===== src/rtl/controlador_interrupciones.sv =====
// Eight-level interrupt controller: edge-detected requests, mask, fixed priority
// (level 0 highest), in-service nesting and handler vector generation.
//
// state     | meaning
// ----------|-------------------------------------------------------------
// REPOSO    | nothing presented; arbitrate eligible pending levels
// SOLICITUD | one level presented on interrupcion_o, waiting for ack or withdrawal
module controlador_interrupciones #(
    parameter int                  PC_WIDTH   = 10,
    parameter logic [PC_WIDTH-1:0] VEC_BASE   = 10'h3C0,
    parameter int                  VEC_STRIDE = 8
) (
    input  logic                clk_i,
    input  logic                reset_i,
    input  logic [7:0]          irq_i,
    input  logic                habilitar_i,
    input  logic                we_mask_i,
    input  logic [7:0]          dato_mask_i,
    input  logic                ack_i,
    input  logic                eoi_i,
    output logic [7:0]          interrupcion_o,
    output logic [PC_WIDTH-1:0] vector_o,
    output logic [7:0]          pendientes_o,
    output logic [7:0]          en_servicio_o
);

    typedef enum logic [0:0] {
        REPOSO    = 1'b0,
        SOLICITUD = 1'b1
    } estado_t;

    estado_t             estado_q, estado_d;
    logic [7:0]          irq_prev_q;
    logic [7:0]          pend_q, pend_d;
    logic [7:0]          mask_q, mask_d;
    logic [7:0]          en_serv_q, en_serv_d;
    logic [7:0]          int_q, int_d;
    logic [PC_WIDTH-1:0] vec_q, vec_d;

    logic [7:0]          flanco;
    logic [7:0]          permitido;
    logic                bloqueo_acc;
    logic [7:0]          elegibles;
    logic [7:0]          cand_onehot;
    logic [2:0]          cand_idx;
    logic [PC_WIDTH-1:0] vec_cand;
    logic [7:0]          eoi_limpiar;
    logic [7:0]          limpiar;
    logic [7:0]          marcar;

    assign flanco = irq_i & ~irq_prev_q;

    // A level may only be presented if no level of equal or higher priority is in service.
    always_comb begin
        bloqueo_acc = 1'b0;
        permitido   = 8'd0;
        for (int i = 0; i < 8; i++) begin
            bloqueo_acc  = bloqueo_acc | en_serv_q[i];
            permitido[i] = ~bloqueo_acc;
        end
    end

    assign elegibles   = pend_q & mask_q & permitido & {8{habilitar_i}};
    assign cand_onehot = elegibles & (~elegibles + 8'd1);

    always_comb begin
        cand_idx = 3'd0;
        for (int i = 7; i >= 0; i--) begin
            if (elegibles[i]) begin
                cand_idx = 3'(i);
            end
        end
    end

    assign vec_cand = VEC_BASE + PC_WIDTH'(int'(cand_idx) * VEC_STRIDE);

    // eoi retires the highest-priority level in service, using the pre-update value.
    assign eoi_limpiar = eoi_i ? (en_serv_q & (~en_serv_q + 8'd1)) : 8'd0;

    always_comb begin
        estado_d = estado_q;
        int_d    = int_q;
        vec_d    = vec_q;
        limpiar  = 8'd0;
        marcar   = 8'd0;
        case (estado_q)
            REPOSO: begin
                int_d = 8'd0;
                if (|elegibles) begin
                    int_d    = cand_onehot;
                    vec_d    = vec_cand;
                    estado_d = SOLICITUD;
                end
            end
            SOLICITUD: begin
                if (ack_i) begin
                    limpiar  = int_q;
                    marcar   = int_q;
                    int_d    = 8'd0;
                    estado_d = REPOSO;
                end else if (!habilitar_i) begin
                    int_d    = 8'd0;
                    estado_d = REPOSO;
                end
            end
            default: begin
                int_d    = 8'd0;
                estado_d = REPOSO;
            end
        endcase
    end

    // A fresh edge in the ack cycle re-arms the same level.
    assign pend_d    = (pend_q & ~limpiar) | flanco;
    assign en_serv_d = (en_serv_q & ~eoi_limpiar) | marcar;
    assign mask_d    = we_mask_i ? dato_mask_i : mask_q;

    always_ff @(posedge clk_i) begin
        if (reset_i) begin
            estado_q   <= REPOSO;
            irq_prev_q <= 8'd0;
            pend_q     <= 8'd0;
            mask_q     <= 8'd0;
            en_serv_q  <= 8'd0;
            int_q      <= 8'd0;
            vec_q      <= '0;
        end else begin
            estado_q   <= estado_d;
            irq_prev_q <= irq_i;
            pend_q     <= pend_d;
            mask_q     <= mask_d;
            en_serv_q  <= en_serv_d;
            int_q      <= int_d;
            vec_q      <= vec_d;
        end
    end

    assign interrupcion_o = int_q;
    assign vector_o       = vec_q;
    assign pendientes_o   = pend_q;
    assign en_servicio_o  = en_serv_q;

endmodule


===== config.mk =====
export PLATFORM = sky130hd
export DESIGN_NAME = controlador_interrupciones
export DESIGN_NICKNAME = d
export VERILOG_FILES = /design/src/rtl/controlador_interrupciones.sv
export SDC_FILE = /design/constraint.sdc
export NUM_CORES = 1
export LEC_CHECK = 0
export CAP_MARGIN = 20
export CORE_MARGIN = 5
export CORE_UTILIZATION = 42
export DETAILED_ROUTE_END_ITERATION = 8
export PLACE_DENSITY = 0.85
export SKIP_CTS_REPAIR_TIMING = 1
export SYNTH_ARGS = -nofsm -noshare
export SYNTH_HDL_FRONTEND = slang
export SYNTH_SLANG_ARGS = --single-unit
export TNS_END_PERCENT = 50

===== constraint.sdc =====
create_clock -name clk_i -period 1.6 [get_ports clk_i]
set_input_delay 0.32 -clock clk_i [delete_from_list [all_inputs] [get_ports clk_i]]
set_output_delay 0.32 -clock clk_i [all_outputs]
set_load 0.01 [all_outputs]

==> results.toml <==
[min_path]
hp-class = "reg2reg"
worstHoldEndpoint = "interrupcion_o[7]"
hp-start = "interrupcion_o[7]"
worstHoldPathCells = 2

[synthesis]
seq_area_frac_synth_pct = 48.52
synth_ff_type = "dfxtp_1"
avgSynthCellArea_um2 = 8.884
async_reset_ff_share_pct = 0
syn_area_um2 = 1857
ys_types = 42
synth_edf_count = 0
ys.warnings.count = 0
netlist_instances = 209
synth_top_area_share_pct = 48.52
yosys_register_bits = 45
ys_top_cells_by_area = "dfxtp_1 49%, nor2_1 6.1%, a21oi_1 5.4%"
synth_largest_area_cell = "dfxtp_1"

[sta]
period_share_pct = 106.9
finalWorstSetupSlack_ns = -0.1108
clock_skew_ns = 0.01489
fin_crit_ns = 1.711
setup_viol = 7
whs_ns = 0.4823
clock.fmax_ghz = 0.5845
slew_violations = 0
hold_viol_final = 0
rsz0062_at_grt = "true"

[clock_network]
clk_latency_ns = 0.30
cts_root_buf = "clkbuf_8"
htreeDepth = 2
clk_pin_slew_worst_paths_ns = 0.09
clkSinkCount = 45
cts_tree = "yes"
clockBufferDepth = 2
cts_buffers = 5

[placed_design]
gp_congestion = 0.8931
hpwl_um = 3485
dpl_cell_area_um2 = 2567
portBuffers = 52
place_ws_ns = -0.4997

[power]
peakVddDrop_uv = 611.4
powerDensity_nw_per_um2 = 851.5
report.power.total_mw = 2.369
leakage_nw = 1.249

[global_route]
grt_pass1_wl_um = 7396
grt_start_max_net_pins = 15
antenna_found_initial = 0
grtUsageTotal_pct = 15.30
grt_pass1_vias = 1600
met2_usage_pct = 24.57
met1_usage_pct = 18.74
grt-busiest-layer = "met2"
grt_overflow = 0
grt_util_met3_pct = 6.147

[worst_setup_path]
critPathMaxFanout = 4
worstPathRequired_ns = 1.81
rrSetupSlack_ns = -0.11
startpoint_type = "register"
worstSetupPathType = "reg2reg"
critPathArrivalTime_ns = 1.92
critPathCaptureType = "register"
r2r_start = "en_servicio_o[2]"
r2r-end = "vector_o[4]"
r2r_cells = 5

[drt]
finalWirelength_um = 4700
drtAntennaViolNets = 0
vias_per_cell = 5.149
dr.pass1.iters = 4
routedWlPerCell_um = 14.03
drc = 0
drtIter0Drc = 165
vias = 1725

[die]
die_area_um2 = 5851
coreArea_um2 = 4324
start_util_pct = 42.94
fp.dieW_um = 76.49
io_pins = 56
die_h_um = 76.49
num_rows = 24

[layout]
layout-drive-gt1-share_pct = 20.14
n_antenna_cell = 0
final_area_um2 = 2783
final_nets = 304
area_growth_pct = 49.87
final_cell_mix = "44 x clkdlybuf4s50_1, 38 x dfxtp_1, 29 x nor2_1, 25 x nand2_1, 23 x buf_4"
layout_commonest_cell = "clkdlybuf4s50_1"
n_fill_cell = 349

[status]
violations = "negative setup slack"
status = "complete, but fails checks"

[job]
cap_violations = 0
-- cells by family (layout without fill, tap and decap cells) --
| kind of cell | count (synthesis) | in the layout | synth area share [%] |
|---|---|---|---|
| other | 1 | 3 | 0.2020 |
| buffers and inverters | 15 | 87 | 4.312 |
| AND/OR/NAND/NOR | 100 | 100 | 27.76 |
| AO/OA/AOI/OAI | 39 | 39 | 14.35 |
| multiplexers | 9 | 9 | 4.852 |
| flip-flops | 45 | 45 | 48.52 |
-- report_power, final --
group,switching (mW),internal (mW),leakage [nW],total [mW]
Clock,0.376,0.469,0.0554,0.845
Combinational,0.137,0.188,0.821,0.325
Sequential,0.0340,1.17,0.373,1.20
Total,0.548,1.82,1.25,2.37
-- layer usage --
| metal | up-vias | share of wire (%) |
|---|---|---|
| met5 | - | 0 |
| met3 | 7 | 8.6 |
| met2 | 59 | 48 |
| li1 | 858 | - |
| met1 | 801 | 43 |
| met4 | 0 | 1.2 |
-- cell type report --
type,count,area (um2),share of cell area (%)
multi-input combinational,151,932.1,33.50
sequential,45,914.6,32.87
timing repair buffer,78,755.7,27.16
clock buffer,6,72.57,2.608
tap,52,65.06,2.338
clock inverter,2,38.79,1.394
inverter,1,3.754,0.1349
-- registers in the layout, indices dropped and copies added (netlist names) --
name            count
mask_q              8
pendientes_o        8
irq_prev_q          8
interrupcion_o      8
estado_q            1
vector_o            4
en_servicio_o       8
-- how the worst max path moves through the flow --
| stage | start | end | slack (ns) | depth (start not counted) |
|---|---|---|---|---|
| after floorplan | en_servicio_o[0] | vector_o[4] | -0.08 | 5 |
| after global placement | habilitar_i | interrupcion_o[6] | -0.46 | 6 |
| after detailed placement | habilitar_i | interrupcion_o[6] | -0.50 | 6 |
| after CTS | habilitar_i | interrupcion_o[6] | -0.18 | 6 |
| after global routing | en_servicio_o[2] | vector_o[4] | -0.14 | 5 |
| final | en_servicio_o[2] | vector_o[4] | -0.11 | 5 |
-- through the flow --
step	util, %	std cells	setup TNS [ns]
after floorplan	-	211	-0.1985
after global placement	59.38	324	-3.946
after detailed placement	59.38	324	-4.236
after CTS	61.95	332	-1.226
after global routing	64.35	335	-0.7826
final	64.35	335	-0.4530
-- Yosys cell counts, drive strengths merged, types with 2 or more instances --
master / n
a21oi: 20
nor2: 31
mux2i: 9
nand3: 2
nand3b: 2
nor3b: 2
dfxtp: 45
and3b: 3
nor2b: 16
clkbuf: 6
nor3: 5
a32oi: 2
o21ai: 5
nand4b: 2
nand2: 25
and2: 4
o31ai: 3
buf: 8
-- worst max-delay path, stage by stage (launching register included) --
cell	delay, ns
dfxtp_2	0.35
or4b_4	0.58
a21o_4	0.23
a31oi_4	0.20
nor3b_2	0.07
o21ba_2	0.19
No activity file was read; power rests on OpenSTA's default activity.
